`src/rtl/acc_stream_32bit.sv`:
```
// ---------------------------------------------------------------------------
// adder_32bit
//   Combinational 32-bit adder used as the accumulator datapath.
//   A, B : operands            S : A+B mod 2^32        C32 : carry out of bit 32
// ---------------------------------------------------------------------------
module adder_32bit (
  input  logic [32:1] A,
  input  logic [32:1] B,
  output logic [32:1] S,
  output logic        C32
);
  assign {C32, S} = {1'b0, A} + {1'b0, B};
endmodule

// ---------------------------------------------------------------------------
// acc_stream_32bit
//   Streaming multi-operand accumulator. Accepts a frame of 32-bit operands on
//   a valid/ready input, sums them modulo 2^32 through one adder_32bit, counts
//   carries out of bit 32 and operands (both saturating), and presents one
//   result per frame on a valid/ready output.
//
//   Ports
//     clk, rst      clock; asynchronous active-high reset
//     in_valid      operand present on in_data
//     in_ready      block can accept an operand this cycle
//     in_data       32-bit operand
//     in_last       in_data is the final operand of the frame
//     out_valid     frame result valid (HOLD state)
//     out_ready     consumer accepts the result
//     out_sum       frame sum mod 2^32
//     out_carries   number of carry-out events in the frame (saturating)
//     out_count     number of operands in the frame (saturating)
//     out_sat       a counter saturated during the frame (sticky)
//     dbg_state_o   current FSM state, for observation only
//
//   Handshake: a transfer happens on a rising clk edge where valid & ready are
//   both 1. A producer holding valid keeps its data stable until that edge;
//   ready never depends combinationally on valid on either side.
// ---------------------------------------------------------------------------
module acc_stream_32bit #(
  parameter int CW = 8,
  parameter int NW = 16
) (
  input  logic          clk,
  input  logic          rst,
  input  logic          in_valid,
  output logic          in_ready,
  input  logic [32:1]   in_data,
  input  logic          in_last,
  output logic          out_valid,
  input  logic          out_ready,
  output logic [32:1]   out_sum,
  output logic [CW:1]   out_carries,
  output logic [NW:1]   out_count,
  output logic          out_sat,
  output logic [1:0]    dbg_state_o
);

  typedef enum logic [1:0] {
    IDLE  = 2'd0,
    ACCUM = 2'd1,
    HOLD  = 2'd2
  } state_t;

  localparam logic [CW:1] CARRY_MAX = '1;
  localparam logic [NW:1] COUNT_MAX = '1;

  state_t        state_q;
  logic [32:1]   acc_q;
  logic [CW:1]   carries_q;
  logic [NW:1]   count_q;
  logic          sat_q;
  logic          out_valid_q;

  // Datapath and next-value signals
  logic [32:1]   add_a;
  logic [32:1]   add_s;
  logic          add_c32;
  logic          accept;
  logic [CW:1]   carries_d;
  logic [NW:1]   count_d;
  logic          sat_d;

  // A new frame starts from zero, so the A operand is only the running sum
  // while a frame is in progress.
  assign add_a = (state_q == ACCUM) ? acc_q : '0;

  adder_32bit u_adder (
    .A   (add_a),
    .B   (in_data),
    .S   (add_s),
    .C32 (add_c32)
  );

  // in_ready is gated by rst directly so it is 0 throughout reset and rises
  // as soon as reset releases, without waiting for a clock edge.
  assign in_ready = ~rst & (state_q != HOLD);
  assign accept   = in_valid & in_ready;

  // Saturating increments used while accumulating. Saturation is flagged when
  // an increment is requested on a counter already at all-ones.
  always_comb begin
    carries_d = carries_q;
    count_d   = count_q;
    sat_d     = sat_q;
    if (add_c32) begin
      if (carries_q == CARRY_MAX) sat_d = 1'b1;
      else                        carries_d = carries_q + CW'(1);
    end
    if (count_q == COUNT_MAX) sat_d = 1'b1;
    else                      count_d = count_q + NW'(1);
  end

  always_ff @(posedge clk or posedge rst) begin
    if (rst) begin
      state_q     <= IDLE;
      acc_q       <= '0;
      carries_q   <= '0;
      count_q     <= '0;
      sat_q       <= 1'b0;
      out_valid_q <= 1'b0;
    end else begin
      case (state_q)
        IDLE: begin
          if (accept) begin
            acc_q     <= add_s;
            carries_q <= CW'(add_c32);
            count_q   <= NW'(1);
            sat_q     <= 1'b0;
            if (in_last) begin
              state_q     <= HOLD;
              out_valid_q <= 1'b1;
            end else begin
              state_q <= ACCUM;
            end
          end
        end
        ACCUM: begin
          if (accept) begin
            acc_q     <= add_s;
            carries_q <= carries_d;
            count_q   <= count_d;
            sat_q     <= sat_d;
            if (in_last) begin
              state_q     <= HOLD;
              out_valid_q <= 1'b1;
            end
          end
        end
        HOLD: begin
          if (out_ready) begin
            state_q     <= IDLE;
            out_valid_q <= 1'b0;
            acc_q       <= '0;
            carries_q   <= '0;
            count_q     <= '0;
            sat_q       <= 1'b0;
          end
        end
        default: begin
          state_q     <= IDLE;
          out_valid_q <= 1'b0;
        end
      endcase
    end
  end

  assign out_valid   = out_valid_q;
  assign out_sum     = acc_q;
  assign out_carries = carries_q;
  assign out_count   = count_q;
  assign out_sat     = sat_q;
  assign dbg_state_o = state_q;

endmodule

```
`config.mk`:
```
export PLATFORM = sky130hd
export DESIGN_NAME = acc_stream_32bit
export DESIGN_NICKNAME = d
export VERILOG_FILES = /design/src/rtl/acc_stream_32bit.sv
export SDC_FILE = /design/constraint.sdc
export NUM_CORES = 1
export LEC_CHECK = 0
export BUFFER_PORTS_ARGS = -buffer_cell sky130_fd_sc_hd__buf_2
export CORE_ASPECT_RATIO = 1.2
export CORE_MARGIN = 1.5
export CORE_UTILIZATION = 60
export CTS_CLUSTER_SIZE = 20
export DETAILED_ROUTE_END_ITERATION = 8
export PLACE_DENSITY = 0.93
export SYNTH_ARGS = -nofsm -noshare
export SYNTH_HDL_FRONTEND = slang
export SYNTH_SLANG_ARGS = --single-unit
```
`constraint.sdc`:
```
create_clock -name clk -period 7.9 [get_ports clk]
set_input_delay 0.79 -clock clk [delete_from_list [all_inputs] [get_ports clk]]
set_output_delay 0.79 -clock clk [all_outputs]
set_load 0.005 [all_outputs]
```
==> results of run 1 <==
## cells by family (layout without fill, tap and decap cells)
group           count (synthesis)  after routing
fa+ha+maj                      39             39
xor+xnor                       26             26
compound gates                204            204
simple gates                  181            181
flops                          60             60
buf+inv                        39            134
## synth_stat cells, types with 5 or more instances
cell	n
xnor2_1	14
o21a_1	11
nand2_1	65
nand3_1	9
and2_1	33
nor2_1	26
o21ai_0	65
and3_1	17
nand4_1	9
a21oi_1	49
inv_1	17
dfrtp_1	60
o21bai_1	6
nand2b_1	5
a31oi_1	10
o211ai_1	5
ha_1	38
clkbuf_1	18
nor3_1	5
a21o_1	14
xor2_1	12
## critical path, stage by stage, from the launching register on
cell      delay [ps]
dfrtp_1          420
inv_1            110
ha_1             160
buf_4            350
and2_1           190
ha_1             180
inv_1             60
fa_1             380
and2b_1          240
o31a_2           180
o22ai_2          110
o311ai_4         410
nand4_1          260
a21oi_2          500
a21oi_1          150
a31o_2           240
## registers in the layout, indices dropped and copies added, names as in the netlist
name / cells
out_sat: 1
dbg_state_o: 2
out_carries: 8
out_valid: 1
out_count: 16
out_sum: 32
## worst paths after layout
check | end | depth (start not counted) | slack, ps | start
worst max-delay path | out_carries[8] | 15 | 3850 | dbg_state_o[1]
worst max register to register | out_carries[8] | 15 | 3850 | dbg_state_o[1]
worst min-delay path | out_count[12] | 1 | 500 | out_count[12]
min in group asynchronous | out_valid | 3 | 680 | rst
worst min register to register | out_count[12] | 1 | 500 | out_count[12]
max in group asynchronous | out_sum[24] | 3 | 6700 | rst
## per-layer routing
metal	GRT usage	wire length, microns	vias up
met1	0.3650	5041	2225
met3	0.04271	847	39
met2	0.5253	5925	217
li1	-	-	2178
met4	0.1641	447	0
met5	0	0	-
## area by class of cell
| class | instances | area, sq um |
|---|---|---|
| multi-input cells | 450 | 2948 |
| fillers | 548 | 2019 |
| flip-flops and latches | 60 | 1501 |
| repair buffers | 101 | 515.5 |
| clock buffers | 9 | 123.9 |
| well taps | 90 | 112.6 |
| clock inverters | 7 | 75.07 |
| inverters | 17 | 63.81 |
## power breakdown
part,internal (W),switching [W]
Sequential,0.000389,0.0000663
Clock,0.000147,0.000142
Combinational,0.000228,0.000375
## per-stage QoR
stage | utilization | setup WS (ps)
after floorplan | - | 4282
after global placement | 0.6986 | 4107
after detailed placement | 0.6986 | 3941
after CTS | 0.7256 | 3916
after global routing | 0.7256 | 3565
final | 0.7256 | 3850
==> run metrics, run 1 <==
Mapped Cells=between 500 and 600; vias in the first global route=around 4600; Hold Path Class=flop to flop; final hold violations=0; fraction of layout cells with a size suffix above 1=0.2127; Crit Path Class=flop to flop; simple-gate area share of the yosys netlist=0.1965; Distinct cells, synth=57; detailed-route DRC error count=0; Clock Skews=~10 ps; first-pass GRT wire length=20550 microns; critical path peak fanout=42; antenna violations before repair=0; post-DP HPWL=slightly below 9000 microns; Final Routed Wirelength=about 12000 microns; Setup crit end kind=flop; register area share after synthesis=0.3262; setup TNS=0 ps; Resized Gates After CTS=0; Slew Limit Fails=0; Hold Buf Count CTS=0; Cell Area, Placed=between 0.005 and 0.006 sq mm; startpoint types=flop; most common cell after layout, fill and taps aside=buf_2; total die area=0.008209 sq mm; prevailing post-synth register cell=dfrtp_1; fmax=between 200 and 250 MHz; Slew Limit Headroom=0.2463; run status=complete, no violations; pin count of the biggest net entering global routing=between 60 and 70; Die X=roughly 83 microns; grt total ovfl=0; unrepaired setup endpoints after global routing=false; LEAKAGE=2.820 nW; vias per cell=6.347; clock sink count=60; Avg Cell Area, Syn=about 8.4 sq um; # rows=34; Synth Cell Area=roughly 0.0046 sq mm; maximum VDD drop=about 0.00032 V; Clock Latency Late Sink=around 350 ps; multiplexer share of the synthesized area=0; Bufs on Longest Clock Path=2; Req. time, crit path=approximately 8200 ps; hold_ws=around 500 ps; floorplan die height=~100 microns; placed insts=just over 700; First DRT Iteration DRCs=between 300 and 400; post-route antenna net violation count=0; commonest non-fill, non-tap cells in the layout=97 x buf_2, 65 x nand2_1, 65 x o21ai_0; # H-tree levels=3; Core ar.=between 0.007 and 0.008 sq mm; Synth Area in Compound Gates=0.2859; Area Growth Syn to Fin=16.01%; Post-Synth Adder-Cell Area=0.1076; # IOs=98; via count=between 4000 and 5000; WL per Instance=16.71 microns; Tot Pwr=0.001347 W; Clock Pin Slew Worst Setup and Hold Paths=80 ps; TritonCTS clock tree=yes; PwrDens=roughly 250 mW/mm^2; Setup Buffers After CTS=0; Critical Path AT=around 4300 ps; fin nets=715; Yosys warnings=0; Worst-Margin Slew=about 1100 ps; Net Count, Synth=between 600 and 700; DR pass1 iterations=5; gr usage total=0.3034; Max-Cap Viols=0; Yosys top cell by area=dfrtp_1; Starting Density=0.6255; main combinational cell family by area after synthesis=compound AO/OA/AOI/OAI gates; fraction of registers with async set/reset=1.000; Area contributors post-synth=dfrtp_1 33%, ha_1 10%, o21ai_0 7.1%; Yosys top cell area share=0.3262; Seq cells post-synth=60; CTS buffer count=9; Final period util=0.5126; I/O Buffers=97; Clock Tree Root=clkbuf_8; Post-synth EDFFs=0; post-synthesis xor/xnor area fraction=0.04947; Tmin final=slightly above 4000 ps; fin cells=734; GP Congestion=0.9387; number of diodes=0; setup violators final=0; post-route cell area=approximately 0.0053 sq mm
No activity file was read; power rests on OpenSTA's default activity.
==> inputs of run 2 (changes only) <==
ABC_AREA = 1   (was not set)
CORE_UTILIZATION = 57   (was 60)
PLACE_DENSITY = 0.87   (was 0.93)
clock period = 4.11 ns   (was 7.9 ns; I/O delays follow)
==> run metrics, run 2 <==
unrepaired setup endpoints after global routing=false; Mapped Cells=850 (+55%); detailed-route DRC error count=0 (unchanged); via count=5651 (+21%); Setup crit end kind=flop; Crit Path Class=flop to flop; total die area=0.01011 sq mm (+23%); Clock Tree Root=clkbuf_8; CTS buffer count=9 (unchanged); floorplan die height=109.8 microns (+11%); Setup Buffers After CTS=0 (unchanged); Seq pwr share=0.279 (-0.059); first-pass GRT wire length=23780 microns (+16%); Yosys top cell by area=dfrtp_1; Resized Gates After CTS=0 (unchanged); critical path's slowest cell=dfrtp_1; # H-tree levels=3 (unchanged); Cell Chain, Critical Path=inv_1 > ha_2 > nand2_1 > inv_1 > ha_1 > inv_1 > fa_1 > inv_1 > nand2_1 > nand2_1 > nand3_1 > nand2_2 > nand2_1 > nand2_1 > nand2_1 > nand2_2 > nand3b_4 > nand2_4 > nand2_1 > nand2_1; most common cell after layout, fill and taps aside=nand2_1; Clock Skews=10.96 ps (+0.9380 ps); Synth Cell Area=0.005423 sq mm (+18%); gr usage total=0.2933 (-0.01014); Clock Latency Late Sink=360 ps (about the same); Avg Cell Area, Syn=6.380 sq um (-24%); Area Growth Syn to Fin=14.88%; P_int=0.001661 W (+120%); Clock Pin Slew Worst Setup and Hold Paths=80 ps (about the same); pin count of the biggest net entering global routing=38 (-38%); Critical Path AT=3180 ps (-1120 ps); Switching Share=0.4937 (+0.06092); Slew Limit Fails=0 (unchanged); Post-synth top cells=298 x nand2_1, 123 x inv_1, 69 x nor2_1, 60 x dfrtp_1; fin nets=1023 (+43%); placed insts=1056 (+47%); Clock Power Share=0.177 (-0.037); # rows=38 (+12%); fraction of layout cells with a size suffix above 1=0.1660 (-0.04677); Die X=92.04 microns (+11%); maximum VDD drop=0.0003125 V (-2.0%); final hold violations=0 (unchanged); Hold Buf Count CTS=0 (unchanged); Starting Density=0.5940 (-0.03144); GP Congestion=0.9738 (+3.7%); commonest non-fill, non-tap cells in the layout=298 x nand2_1, 122 x inv_1, 97 x buf_2; Final period util=0.7038 (+0.1912); FF-to-FF path depth=20 (+5); TritonCTS clock tree=yes; post-DP HPWL=10830 microns (+22%); Psw=0.001620 W (+180%); setup TNS=0 ps (unchanged); WL per Instance=13.13 microns (-21%); vias in the first global route=5377 (+18%); startpoint types=flop; LEAKAGE=3.703 nW (+31%); post-route antenna net violation count=0 (unchanged); Distinct cells, synth=42 (-26%); vias per cell=5.271 (-17%); grt total ovfl=0 (unchanged); combinational share of power=0.544 (+0.096); I/O Buffers=97 (unchanged); Bufs on Longest Clock Path=2 (unchanged); Post-synth EDFFs=0 (unchanged); r2r endpoint=out_carries[1]; First DRT Iteration DRCs=327 (-11%); Hold Path Class=input pin to async pin; Seq cells post-synth=60 (unchanged); setup slack, reg-to-reg=1220 ps (-2630 ps); Yosys warnings=0 (unchanged); critical path peak fanout=13 (-69%); Worst-Margin Slew=598.0 ps (-523.0 ps); Yosys top cell area share=0.2769 (-0.04930); setup violators final=0 (unchanged); max reg flops=32 (unchanged); start point of the critical path=dbg_state_o[1]; Area contributors post-synth=dfrtp_1 28%, nand2_1 21%, ha_1 8.8%; clock sink count=60 (unchanged); prevailing post-synth register cell=dfrtp_1; fraction of registers with async set/reset=1.000 (unchanged); fmax=345.7 MHz (+40%); register area share after synthesis=0.2769 (-0.04930); Final Routed Wirelength=14080 microns (+15%); antenna violations before repair=0 (unchanged); PwrDens=526.6 mW/mm^2 (+110%); Req. time, crit path=4400 ps (-3750 ps); worst path buffer plus inverter count=4 (+1); # fillers=872 (+59%); # IOs=98 (unchanged); most numerous cell on the critical path=nand2_1; Tmin final=2893 ps (-1157 ps); crit-path leading delay family=simple AND/OR/NAND/NOR gates; Max-Cap Viols=0 (unchanged); Net Count, Synth=926 (+48%); run status=complete, no violations; Slew Limit Headroom=0.6007 (+0.3545); fin cells=1072 (+46%); Tot Pwr=0.003281 W (+140%); DR pass1 iterations=7 (+2); worst r2r src=dbg_state_o[1]; CP max stage delay=410 ps (-90 ps); number of diodes=0 (unchanged); Core ar.=0.009129 sq mm (+24%); count leader, synth=nand2_1
[run 2: cell count changes after synthesis, sizes merged, moves of 9 or more]
cell and change:
nor3 +13, nor2 +46, and2 -30, a21o -14, inv +110, a31oi -9
o21ai -24, clkbuf -15, o21a -10, nand2 +246, nand3 +44, and3 -16
[run 2: cells by family after synthesis]
| kind of cell | Yosys count | synth area share |
|---|---|---|
| AOI/OAI and AO/OA | 113 | 0.1232 |
| xor gates and xnor gates | 14 | 0.02261 |
| adders and majority gates | 39 | 0.09137 |
| buffers and inverters | 141 | 0.1022 |
| DFF | 60 | 0.2769 |
| and+or+nand+nor | 483 | 0.3837 |
[run 2: how the worst max path moves through the flow]
stage | to | slack [ps] | depth (start not counted)
2_1_floorplan | out_carries[1] | 1280 | 18
3_3_place_gp | out_carries[5] | 1380 | 16
6_report | out_carries[1] | 1220 | 20
5_1_grt | out_carries[1] | 910 | 20
4_1_cts | out_carries[1] | 1210 | 20
3_5_place_dp | out_carries[3] | 1260 | 20
[run 2: worst register-to-register path, stage by stage (launching register included)]
cell and delay [ps]:
dfrtp_1 410, inv_1 100, ha_2 370, nand2_1 100, inv_1 70, ha_1 150, inv_1 50, fa_1 360
inv_1 80, nand2_1 90, nand2_1 90, nand3_1 80, nand2_2 100, nand2_1 90, nand2_1 100, nand2_1 70
nand2_2 110, nand3b_4 150, nand2_4 140, nand2_1 60, nand2_1 70
[run 2: layout make-up]
cell class	instances	area, sq um	area share
multi-input cells	649	3369	0.5409
flip-flops and latches	60	1501	0.2410
repair buffers	100	520.5	0.08355
inverters	127	479.2	0.07692
well taps	120	150.1	0.02410
clock buffers	10	137.6	0.02209
clock inverters	6	71.32	0.01145
[run 2: layer usage]
layer	global-route usage	wire (microns)	up-vias
met4	0.1143	410	0
met2	0.5254	6818	173
met1	0.3474	6010	2548
met3	0.05533	837	38
li1	-	-	2892
met5	0	0	-
[run 2: metrics by stage]
stage | setup slack (ps) | hold WS [ps] | utilization | area (sq um)
floorplan | 1284 | 463.6 | - | 5423
global placement | 1377 | 482.6 | 0.6595 | 6021
detailed placement | 1257 | 484.1 | 0.6595 | 6021
CTS | 1212 | 113.6 | 0.6824 | 6230
global route | 911.4 | 147.2 | 0.6824 | 6230
finish | 1217 | 87.19 | 0.6824 | 6230
[run 2: power by group through the flow]
stage,sequential (W),combinational [W],clock (W)
final,0.000915,0.00178,0.000581
after global routing,0.000937,0.00201,0.000613
after CTS,0.000914,0.00179,0.000589
after detailed placement,0.000923,0.00178,0
after global placement,0.000919,0.00175,0
after floorplan,0.000912,0.00128,0
==> inputs of run 3 (changes only) <==
CORE_UTILIZATION = 52   (was 57)
PLACE_DENSITY = 0.84   (was 0.87)
clock period = 2.6 ns   (was 4.11 ns; I/O delays follow)
==> run metrics, run 3 (synthesized netlist as in run 2, its figures left out) <==
run status=complete, no violations; final hold violations=0 (unchanged); gr usage total=0.2939 (+0.0006346); most numerous cell on the critical path=nand2_1; Slew Limit Fails=0 (unchanged); startpoint types=flop; Critical Path AT=2730 ps (-450 ps); Clock Skews=8.138 ps (-2.822 ps); setup TNS=0 ps (unchanged); via count=5838 (+3.3%); Slew Limit Headroom=0.6231 (+0.02238); crit-path leading delay family=simple AND/OR/NAND/NOR gates; Area Growth Syn to Fin=23.70%; Hold Path Class=input pin to flop; Tmin final=2506 ps (-386.6 ps); WL per Instance=14.44 microns (+9.9%); critical path peak fanout=22 (+9); Cell Chain, Critical Path=inv_2 > ha_4 > buf_12 > nand2_1 > inv_1 > ha_2 > nand2_2 > inv_1 > a21oi_2 > nand2_1 > a21oi_2 > nand2_4 > nand3b_4 > nand2_4 > nand2_1 > nand2_1; setup violators final=0 (unchanged); Max-Cap Viols=0 (unchanged); LEAKAGE=3.866 nW (+4.4%); commonest non-fill, non-tap cells in the layout=286 x nand2_1, 119 x inv_1, 97 x buf_2; Final period util=0.9638 (+0.2600); Req. time, crit path=2830 ps (-1570 ps); post-route cell area=0.006708 sq mm (+7.7%); GP Congestion=0.9813 (+0.77%); First DRT Iteration DRCs=356 (+8.9%); fraction of layout cells with a size suffix above 1=0.2165 (+0.05053); detailed-route DRC error count=0 (unchanged); Bufs on Longest Clock Path=2 (unchanged); Worst-Margin Slew=561.0 ps (-37.02 ps); fin util=0.6668 (-0.01564); I/O Buffers=97 (unchanged); CTS buffer count=9 (unchanged); hold_ws=293.0 ps (+205.8 ps); Setup crit end kind=flop; Clock Tree Root=clkbuf_16; Clock Pin Slew Worst Setup and Hold Paths=50 ps (-30 ps); post-DP HPWL=11690 microns (+7.9%); Final Routed Wirelength=15820 microns (+12%); post-route antenna net violation count=0 (unchanged); CP max stage delay=380 ps (-30 ps); clock sink count=60 (unchanged); Starting Density=0.5391 (-0.05497); critical path's slowest cell=dfrtp_1; maximum VDD drop=0.0005041 V (+61%); setup slack, reg-to-reg=90 ps (-1120 ps); pin count of the biggest net entering global routing=43 (+13%); fin nets=1042 (+1.9%); fmax=399.0 MHz (+15%); grt total ovfl=0 (unchanged); floorplan die height=114.9 microns (+4.6%); DR pass1 iterations=5 (-2); unrepaired setup endpoints after global routing=true; antenna violations before repair=0 (unchanged); Core ar.=0.01006 sq mm (+10%); Die X=96.22 microns (+4.5%); PwrDens=906.2 mW/mm^2 (+72%); most common cell after layout, fill and taps aside=nand2_1; placed insts=1078 (+2.1%); # H-tree levels=3 (unchanged); Clock Latency Late Sink=340 ps (-20 ps); worst path buffer plus inverter count=4 (unchanged); first-pass GRT wire length=25230 microns (+6.1%); vias in the first global route=5488 (+2.1%); total die area=0.01105 sq mm (+9.3%); TritonCTS clock tree=yes; Crit Path Class=flop to flop; vias per cell=5.327 (+1.0%); max reg flops=32 (unchanged); # rows=40 (+5.3%); Cell Area, Placed=0.006190 sq mm (+2.8%); number of diodes=0 (unchanged); # IOs=98 (unchanged); fin cells=1096 (+2.2%)
[run 3: cell count changes in the layout (fill, tap and decap cells not counted), sizes merged]
cell,delta
clkinvlp,-1
nand3b,+1
clkinv,-1
dlygate4sd3,+1
clkbuf,+1
buf,+17
inv,-2
bufinv,+2
[run 3: path summary, 6_finish.rpt]
check,start,endpoint,cells after the start
max,dbg_state_o[1],out_carries[6],16
min,in_data[1],out_sum[1],3
max reg2reg,dbg_state_o[1],out_carries[6],16
min reg2reg,out_sum[22],out_sum[22],2
max in group asynchronous,rst,out_sum[28],4
min in group asynchronous,rst,out_sum[2],3
[run 3: what timing repair did]
item / CTS / global route
resized for setup: 1 / 41
endpoints found under the hold margin: 18 / 0
pin swaps: 0 / 6
hold buffers: 1 / 0
endpoints found under the setup margin: 10 / 26
cloned: 0 / 1
setup buffers: 0 / 1
[run 3: layer usage]
layer	vias up	routed length, microns	track usage
met5	-	0	0
met4	0	481	0.1255
met3	41	1061	0.06151
met2	235	7720	0.4906
met1	2622	6559	0.3632
li1	2940	-	-
[run 3: report_power, final]
part | switching [W] | internal, W | leakage, nW
clock network | 0.000443 | 0.000957 | 0.162
registers | 0.000231 | 0.00121 | 0.807
logic | 0.00207 | 0.00116 | 2.90
total | 0.00275 | 0.00333 | 3.87
[run 3: worst register-to-register path, delay by kind of cell, from the launching register on]
kind | cells | cell delay, ps
AND/OR/NAND/NOR | 8 | 750
adder cells (fa/ha/maj) | 2 | 470
buffers and inverters | 4 | 390
flip-flops | 1 | 380
AO/OA/AOI/OAI | 2 | 380
[run 3: metrics by stage]
stage | power [W] | worst slack [ps]
CTS | 0.005965 | 0.02287
detailed placement | 0.004514 | -41.14
floorplan | 0.003484 | 2.940
finish | 0.006078 | 94.04
global route | 0.006518 | -74.36
global placement | 0.004458 | 66.01
[run 3: cell type report]
class / instances / area [sq um]
multi-input combinational: 650 / 3533
fill: 887 / 3352
sequential: 60 / 1501
timing repair buffer: 118 / 695.7
inverter: 127 / 479.2
clock buffer: 11 / 242.7
tap: 126 / 157.7
clock inverter: 4 / 97.59
